**src/rtl/ahb_timer_slave.sv**
```systemverilog
// AHB3-Lite timer peripheral: prescaler, 32-bit up-counter with period match, level irq.
// Define TMR_PWM_EN to add the CMP register (offset 5) and a registered PWM output.
module ahb_timer_slave #(
  parameter int          ADDR_W   = 32,
  parameter int          PRESC_W  = 16,
  parameter logic [31:0] RST_LOAD = 32'hFFFF_FFFF
) (
  input  logic              Clk,
  input  logic              Rst,
  input  logic              HSEL,
  input  logic [ADDR_W-1:0] HADDR,
  input  logic [1:0]        HTRANS,
  input  logic              HWRITE,
  input  logic [31:0]       HWDATA,
  output logic [31:0]       HRDATA,
  output logic              HREADY,
  output logic              HRESP,
  output logic              irq,
  output logic              pwm_o
);

  localparam logic [2:0] OFF_CTRL   = 3'd0;
  localparam logic [2:0] OFF_PRESC  = 3'd1;
  localparam logic [2:0] OFF_LOAD   = 3'd2;
  localparam logic [2:0] OFF_COUNT  = 3'd3;
  localparam logic [2:0] OFF_STATUS = 3'd4;
  localparam logic [2:0] OFF_CMP    = 3'd5;

  // Data-phase context captured at the end of the address phase
  logic               dp_vld_q, dp_vld_d;
  logic               dp_wr_q,  dp_wr_d;
  logic [2:0]         dp_off_q, dp_off_d;

  logic [2:0]         ctrl_q,  ctrl_d;
  logic [PRESC_W-1:0] presc_q, presc_d;
  logic [31:0]        load_q,  load_d;
  logic [31:0]        count_q, count_d;
  logic [PRESC_W-1:0] pcnt_q,  pcnt_d;
  logic               match_q, match_d;
  logic               irq_q,   irq_d;
  logic [31:0]        cmp_q,   cmp_d;
  logic               pwm_q,   pwm_d;

  logic               mapped;
  logic               wr_ctrl, wr_presc, wr_load, wr_status, wr_cmp;
  logic               tick, hw_match;
  logic [31:0]        rd_mux;

  logic unused_bits;
  assign unused_bits = ^{HTRANS[0], HADDR[ADDR_W-1:5], HADDR[1:0]};

  always_comb begin
    mapped = (dp_off_q <= OFF_STATUS);
`ifdef TMR_PWM_EN
    mapped = mapped | (dp_off_q == OFF_CMP);
`endif
  end

  assign dp_vld_d = HSEL & HTRANS[1];
  assign dp_wr_d  = HWRITE;
  assign dp_off_d = HADDR[4:2];

  // Bus writes commit at the edge ending the data phase
  assign wr_ctrl   = dp_vld_q & dp_wr_q & (dp_off_q == OFF_CTRL);
  assign wr_presc  = dp_vld_q & dp_wr_q & (dp_off_q == OFF_PRESC);
  assign wr_load   = dp_vld_q & dp_wr_q & (dp_off_q == OFF_LOAD);
  assign wr_status = dp_vld_q & dp_wr_q & (dp_off_q == OFF_STATUS);
`ifdef TMR_PWM_EN
  assign wr_cmp    = dp_vld_q & dp_wr_q & (dp_off_q == OFF_CMP);
`else
  assign wr_cmp    = 1'b0;
`endif

  // >= keeps the prescaler from running the long way round after PRESC is lowered
  assign tick     = ctrl_q[0] & (pcnt_q >= presc_q);
  assign hw_match = tick & (count_q == load_q);

  always_comb begin
    ctrl_d  = ctrl_q;
    presc_d = presc_q;
    load_d  = load_q;
    count_d = count_q;
    pcnt_d  = pcnt_q;
    cmp_d   = cmp_q;
    if (ctrl_q[0]) begin
      pcnt_d = tick ? '0 : pcnt_q + PRESC_W'(1);
      if (tick) count_d = hw_match ? 32'd0 : count_q + 32'd1;
      if (hw_match && ctrl_q[2]) ctrl_d[0] = 1'b0;
    end
    if (wr_ctrl)  ctrl_d  = HWDATA[2:0];
    if (wr_presc) presc_d = HWDATA[PRESC_W-1:0];
    if (wr_load) begin
      load_d  = HWDATA;
      count_d = '0;
      pcnt_d  = '0;
    end
    if (wr_cmp)   cmp_d   = HWDATA;
    match_d = (match_q & ~(wr_status & HWDATA[0])) | hw_match;
    irq_d   = match_q & ctrl_q[1];
    pwm_d   = ctrl_q[0] & (count_q < cmp_q);
  end

  always_ff @(posedge Clk or posedge Rst) begin
    if (Rst) begin
      dp_vld_q <= 1'b0;
      dp_wr_q  <= 1'b0;
      dp_off_q <= '0;
      ctrl_q   <= '0;
      presc_q  <= '0;
      load_q   <= RST_LOAD;
      count_q  <= '0;
      pcnt_q   <= '0;
      match_q  <= 1'b0;
      irq_q    <= 1'b0;
      cmp_q    <= '0;
      pwm_q    <= 1'b0;
    end else begin
      dp_vld_q <= dp_vld_d;
      dp_wr_q  <= dp_wr_d;
      dp_off_q <= dp_off_d;
      ctrl_q   <= ctrl_d;
      presc_q  <= presc_d;
      load_q   <= load_d;
      count_q  <= count_d;
      pcnt_q   <= pcnt_d;
      match_q  <= match_d;
      irq_q    <= irq_d;
      cmp_q    <= cmp_d;
      pwm_q    <= pwm_d;
    end
  end

  always_comb begin
    rd_mux = '0;
    case (dp_off_q)
      OFF_CTRL:   rd_mux = {29'd0, ctrl_q};
      OFF_PRESC:  rd_mux = 32'(presc_q);
      OFF_LOAD:   rd_mux = load_q;
      OFF_COUNT:  rd_mux = count_q;
      OFF_STATUS: rd_mux = {31'd0, match_q};
`ifdef TMR_PWM_EN
      OFF_CMP:    rd_mux = cmp_q;
`endif
      default:    rd_mux = '0;
    endcase
  end

  // HREADY doubles as read-valid for the bus mux, so it only pulses in data phases
  assign HREADY = dp_vld_q;
  assign HRESP  = dp_vld_q & ~mapped;
  assign HRDATA = (dp_vld_q & ~dp_wr_q & mapped) ? rd_mux : 32'd0;
  assign irq    = irq_q;
`ifdef TMR_PWM_EN
  assign pwm_o  = pwm_q;
`else
  assign pwm_o  = 1'b0;
`endif

endmodule

```
**config.mk**
```make
export PLATFORM = sky130hd
export DESIGN_NAME = ahb_timer_slave
export DESIGN_NICKNAME = d
export VERILOG_FILES = /design/src/rtl/ahb_timer_slave.sv
export SDC_FILE = /design/constraint.sdc
export NUM_CORES = 1
export LEC_CHECK = 0
export ABC_AREA = 1
export ABC_CLOCK_PERIOD_IN_PS = 4980
export CAP_MARGIN = 20
export CORE_UTILIZATION = 61
export CTS_BUF_LIST = sky130_fd_sc_hd__clkbuf_4
export DETAILED_ROUTE_END_ITERATION = 10
export PLACE_DENSITY = 0.95
export SETUP_SLACK_MARGIN = 0.2
export SLEW_MARGIN = 20
export SYNTH_ARGS = -nofsm -noshare
export SYNTH_HDL_FRONTEND = slang
export SYNTH_SLANG_ARGS = --single-unit
```
**constraint.sdc**
```tcl
create_clock -name Clk -period 4.98 [get_ports Clk]
set_input_delay 0.747 -clock Clk [delete_from_list [all_inputs] [get_ports Clk]]
set_output_delay 0.747 -clock Clk [all_outputs]
set_load 0.01 [all_outputs]
```
**Word level (Yosys, flattened, before mapping)**

Cells that the tools add are included.

- Bits in registers: 106

- Eq/ne operators: 5
- Order comparisons: 2
- Mux-type cells: 12
- Reductions and logical operators: 5
- Add/sub/neg operators: 2
- Bitwise gates (word level): 18

Operator list:

| operator | count |
|---|---|
| two-way mux 32 bit | 5 |
| one-hot mux 32 bit (5 select lines) | 1 |
| two-way mux 16 bit | 3 |
| adder 32 x 1 -> 32 bit, second input constant | 1 |
| == test 32 bit | 1 |
| adder 16 x 1 -> 16 bit, second input constant | 1 |
| greater-or-equal comparator 16 bit | 1 |
| AND 1 bit | 14 |
| == test 3 x 2 -> 1 bit, second input constant | 2 |
| nonzero test 2 bit | 2 |
| == test 3 x 1 -> 1 bit, second input constant | 1 |
| == test 3 bit, second input constant | 1 |
| <= comparator 3 bit, second input constant | 1 |
| logical NOT 3 bit | 1 |
| two-way mux 1 bit | 3 |
| inverter 1 bit | 3 |
| AND reduction 2 bit | 1 |
| logical AND 1 bit | 1 |
| bitwise OR 1 bit | 1 |

**Longest topological paths before layout**

- Depth in word-level cells: 7
- Depth in mapped cells: 17
- Gate-level depth less buffers: 16

**Worst setup path after synthesis**

Ideal clock, no wire load.

- Kind: register to output
- From: reg dp_off_q[1]
- To: out HRDATA[22]
- Cell stages (with the launch flop): 7
- Buffers on the path: 1
- Path slack: 2.821 ns
- Arrival time: 1.412 ns
- Path through: dfrtp_1 -> nor2_1 -> nor2_1 -> nor3_1 -> inv_1 -> clkbuf_1 -> a21oi_1

- Cells in the longest elaborated chain, start to end: 3

Ends and longest elaborated chain:

| element | RTL line | RTL |
|---|---|---|
| start, declared | 32 | `logic [2:0] dp_off_q, dp_off_d;` |
| start signal, assigned | 120 | `dp_off_q <= dp_off_d;` |
| <= comparator 3 bit (tied with other cells) | 53 | `mapped = (dp_off_q <= OFF_STATUS);` |
| AND 1 bit / one-hot mux 32 bit (5 select lines) (equally long branches) | 151, 135 |  |
| two-way mux 32 bit * | 151 | `assign HRDATA = (dp_vld_q & ~dp_wr_q & mapped) ? rd_mux : 32'd0;` |
| end, declared | 15 | `output logic [31:0] HRDATA,` |

Every way passes the cells marked *; elsewhere a longest branch is shown, timed or not.

**Worst setup path in the final report**

- From: reg dp_off_q[1]
- To: out HRDATA[5]

Same word-level chain as after synthesis.

==> flow_summary.toml <==
[cells_and_area]
diodes = 0
final_nets = 1184
layout-drive-gt1-share_pct = 7.18
final_area_mm2 = 0.00787
area_growth_pct = 11.9

[worst_setup_path]
crit_buf_inv = 2
path_max_fanout = 30
path_class = "reg2out"
start_kind = "flop"
rrSetupSlack_ns = 2.24
path_common_cell = "nor2_1"
required_ns = 4.23
cp_slowest_stage_delay_ns = 0.94
r2r-end = "count_q[25]"
cp.arrival_ns = 3.79
crit_slowest_cell = "clkinv_1"
cp_cell_sequence = "nor2_1 -> nor2_1 -> nor3_1 -> clkinv_1 -> a31oi_1 -> clkdlybuf4s50_1"
crit_family = "buffers and inverters"
reg2reg_depth = 8
cp-end-kind = "output port"
r2r-start = "dp_off_q[2]"

[flow_run]
max_cap_viol_count = 0

[min_path]
hold_depth = 2
hold_end = "load_q[10]"
hp-start = "load_q[10]"
hp-class = "reg2reg"

[placed_design]
placed_area_mm2 = 0.00773
hpwl_mm = 12.6
io_buffers = 74
gp_congestion = 0.969

[synth]
synth_cell_type_count = 38
yosysWarnings = 0
synth_cells = 1056
syn-cell-area_mm2 = 0.00704
yosys_register_bits = 106
syn-num-nets = 1144
ys_seq_area_share_pct = 38.3
post_synth.cell_area_avg_um2 = 6.66

[global_routing]
overflow = 0
first_global_vias = 6402
grt_pass1_wl_mm = 29.7
grt_antenna_before_repair = 0
globalRouteTotalUtil_pct = 31.9
grt_max_degree = 78

[sta]
rsz0062_at_grt = "false"
slew_headroom_pct = 29.9
fin_skew_ns = 0.0338
finalHoldViolations = 0
layout_min_cycle_time_ns = 4.53
clock.fmax_mhz = 221
finalCritPeriodShare_pct = 91.0
finalMaxSlewViolations = 0
finalSetupTns_ns = 0
setup_viol = 0
tightest_slew_ns = 1.05

[detailed_routing]
drc_errors = 0
vias = 6803
viasPerCell = 5.48
drtPass1Iterations = 6
wirelength_mm = 17.7
routedWlPerCell_um = 14.3
drtAntennaViolNets = 0
drt_iter0_markers = 573

[floorplanning]
die_area_mm2 = 0.0120
io_pins = 106
row_count = 38
start_util_pct = 63.8
die_w_um = 109
core_mm2 = 0.0110
die_y_um = 109

[clock_tree]
clock_path_buffers = 2
clock_sinks = 106
cts_setup_buffers = 0
cts_tree = "built"
hold_buffers = 0
cts_made_buffers = 9
clockRootBuffer = "clkbuf_4"
clkLatencyLatePin_ns = 0.50
cts-resized-gates = 0
htree_levels = 3
path_clk_slew_ns = 0.18

[pwr]
power_density_mw_per_mm2 = 267
leakage_nw = 3.80
vdd.ir_drop.worst_uv = 272

[outcome]
status = "finished, final reports clean"
tightest hold or removal path: cells and delay by family (launching register included):
kind	cells	cell delay, ns
simple gates	2	0.10
flops	1	0.42
how the worst max path moves through the flow:
| stage | depth (start not counted) | to | from | slack [ns] |
|---|---|---|---|---|
| after floorplan | 1 | HREADY | Rst | 1.50 |
| after global placement | 6 | HRDATA[5] | dp_off_q[1] | 1.56 |
| after detailed placement | 6 | HRDATA[5] | dp_off_q[1] | 1.53 |
| after CTS | 6 | HRDATA[5] | dp_off_q[1] | 0.97 |
| after global routing | 6 | HRDATA[3] | dp_off_q[1] | 0.29 |
| final | 6 | HRDATA[5] | dp_off_q[1] | 0.45 |
cell families after synthesis:
kind of cell             Yosys count  share of synthesized area (%)
buffers and inverters            189                           11.1
adder cells (fa/ha/maj)           18                           3.20
XOR/XNOR                          27                           3.36
flip-flops                       106                           38.3
AO/OA/AOI/OAI                    112                           8.54
AND/OR/NAND/NOR                  603                           35.5
other                              1                         0.0533
synthesized netlist by cell type (all sizes together):
library cell,number,share of area [%]
o22ai,8,0.71
o21ai,49,3.5
nor4,1,0.089
inv,140,7.5
nor2,110,6.4
o221ai,1,0.12
nand2,414,22
a21oi,41,3.0
clkbuf,21,1.3
dfstp,32,12
nor3b,1,0.18
xnor2,2,0.25
nand4,44,4.0
a22oi,1,0.11
nor3,6,0.50
a31oi,11,0.98
dfrtp,74,26
xor2,25,3.1
ha,18,3.2
buf,27,2.3
conb,1,0.053
nand3,27,2.1
o21a,1,0.11
clkinv,1,0.053
per-stage QoR:
stage / util [%] / total power [mW] / cells / worst slack, ns / hold slack [ns]
after floorplan: - / 1.48 / 1056 / 1.50 / 0.452
final: 71.4 / 2.10 / 1241 / 0.446 / 0.502
after global placement: 70.1 / 1.60 / 1225 / 1.56 / 0.470
after CTS: 71.4 / 2.10 / 1241 / 0.967 / 0.498
after detailed placement: 70.1 / 1.63 / 1225 / 1.53 / 0.475
after global routing: 71.4 / 2.24 / 1241 / 0.289 / 0.528
power by group:
group | total [mW] | switching (mW) | leakage, nW | internal, mW
Combinational | 0.487 | 0.291 | 2.43 | 0.196
Sequential | 1.15 | 0.113 | 1.29 | 1.03
Clock | 0.469 | 0.300 | 0.0794 | 0.169
cell type report:
cell class | instances | area [um^2]
fill | 914 | 3160
clock inverter | 5 | 62.6
timing repair buffer | 77 | 763
sequential | 106 | 2690
multi-input combinational | 761 | 3560
inverter | 141 | 532
tap | 140 | 175
clock buffer | 11 | 82.6
placed cells by master, fill, tap and decap left out, drive strengths merged, types with 2 or more instances in the layout:
cell type and instances:
clkdlybuf4s50 74, inv 141, nand3 27, nor2 110, a31oi 11, dfrtp 74
nand2 414, clkbuf 11, ha 18, a21oi 41, buf 3, xnor2 2
o21ai 49, nand4 44, clkinv 3, dfstp 32, o22ai 8, nor3 6
xor2 25
sequential cells by signal, summed over array words and instances (netlist names):
register	flops
irq	1
load_q	32
ctrl_q	3
HREADY	1
dp_off_q	3
dp_wr_q	1
presc_q	16
match_q	1
count_q	32
pcnt_q	16
layer usage:
| layer | part of all wire, % | vias to the layer above | track usage (%) |
|---|---|---|---|
| met2 | 48 | 287 | 52.7 |
| met4 | 2.8 | 0 | 13.4 |
| met3 | 7.0 | 42 | 4.92 |
| li1 | - | 3371 | - |
| met1 | 42 | 3103 | 41.9 |
| met5 | 0 | - | 0 |
No activity file was read; power rests on OpenSTA's default activity.
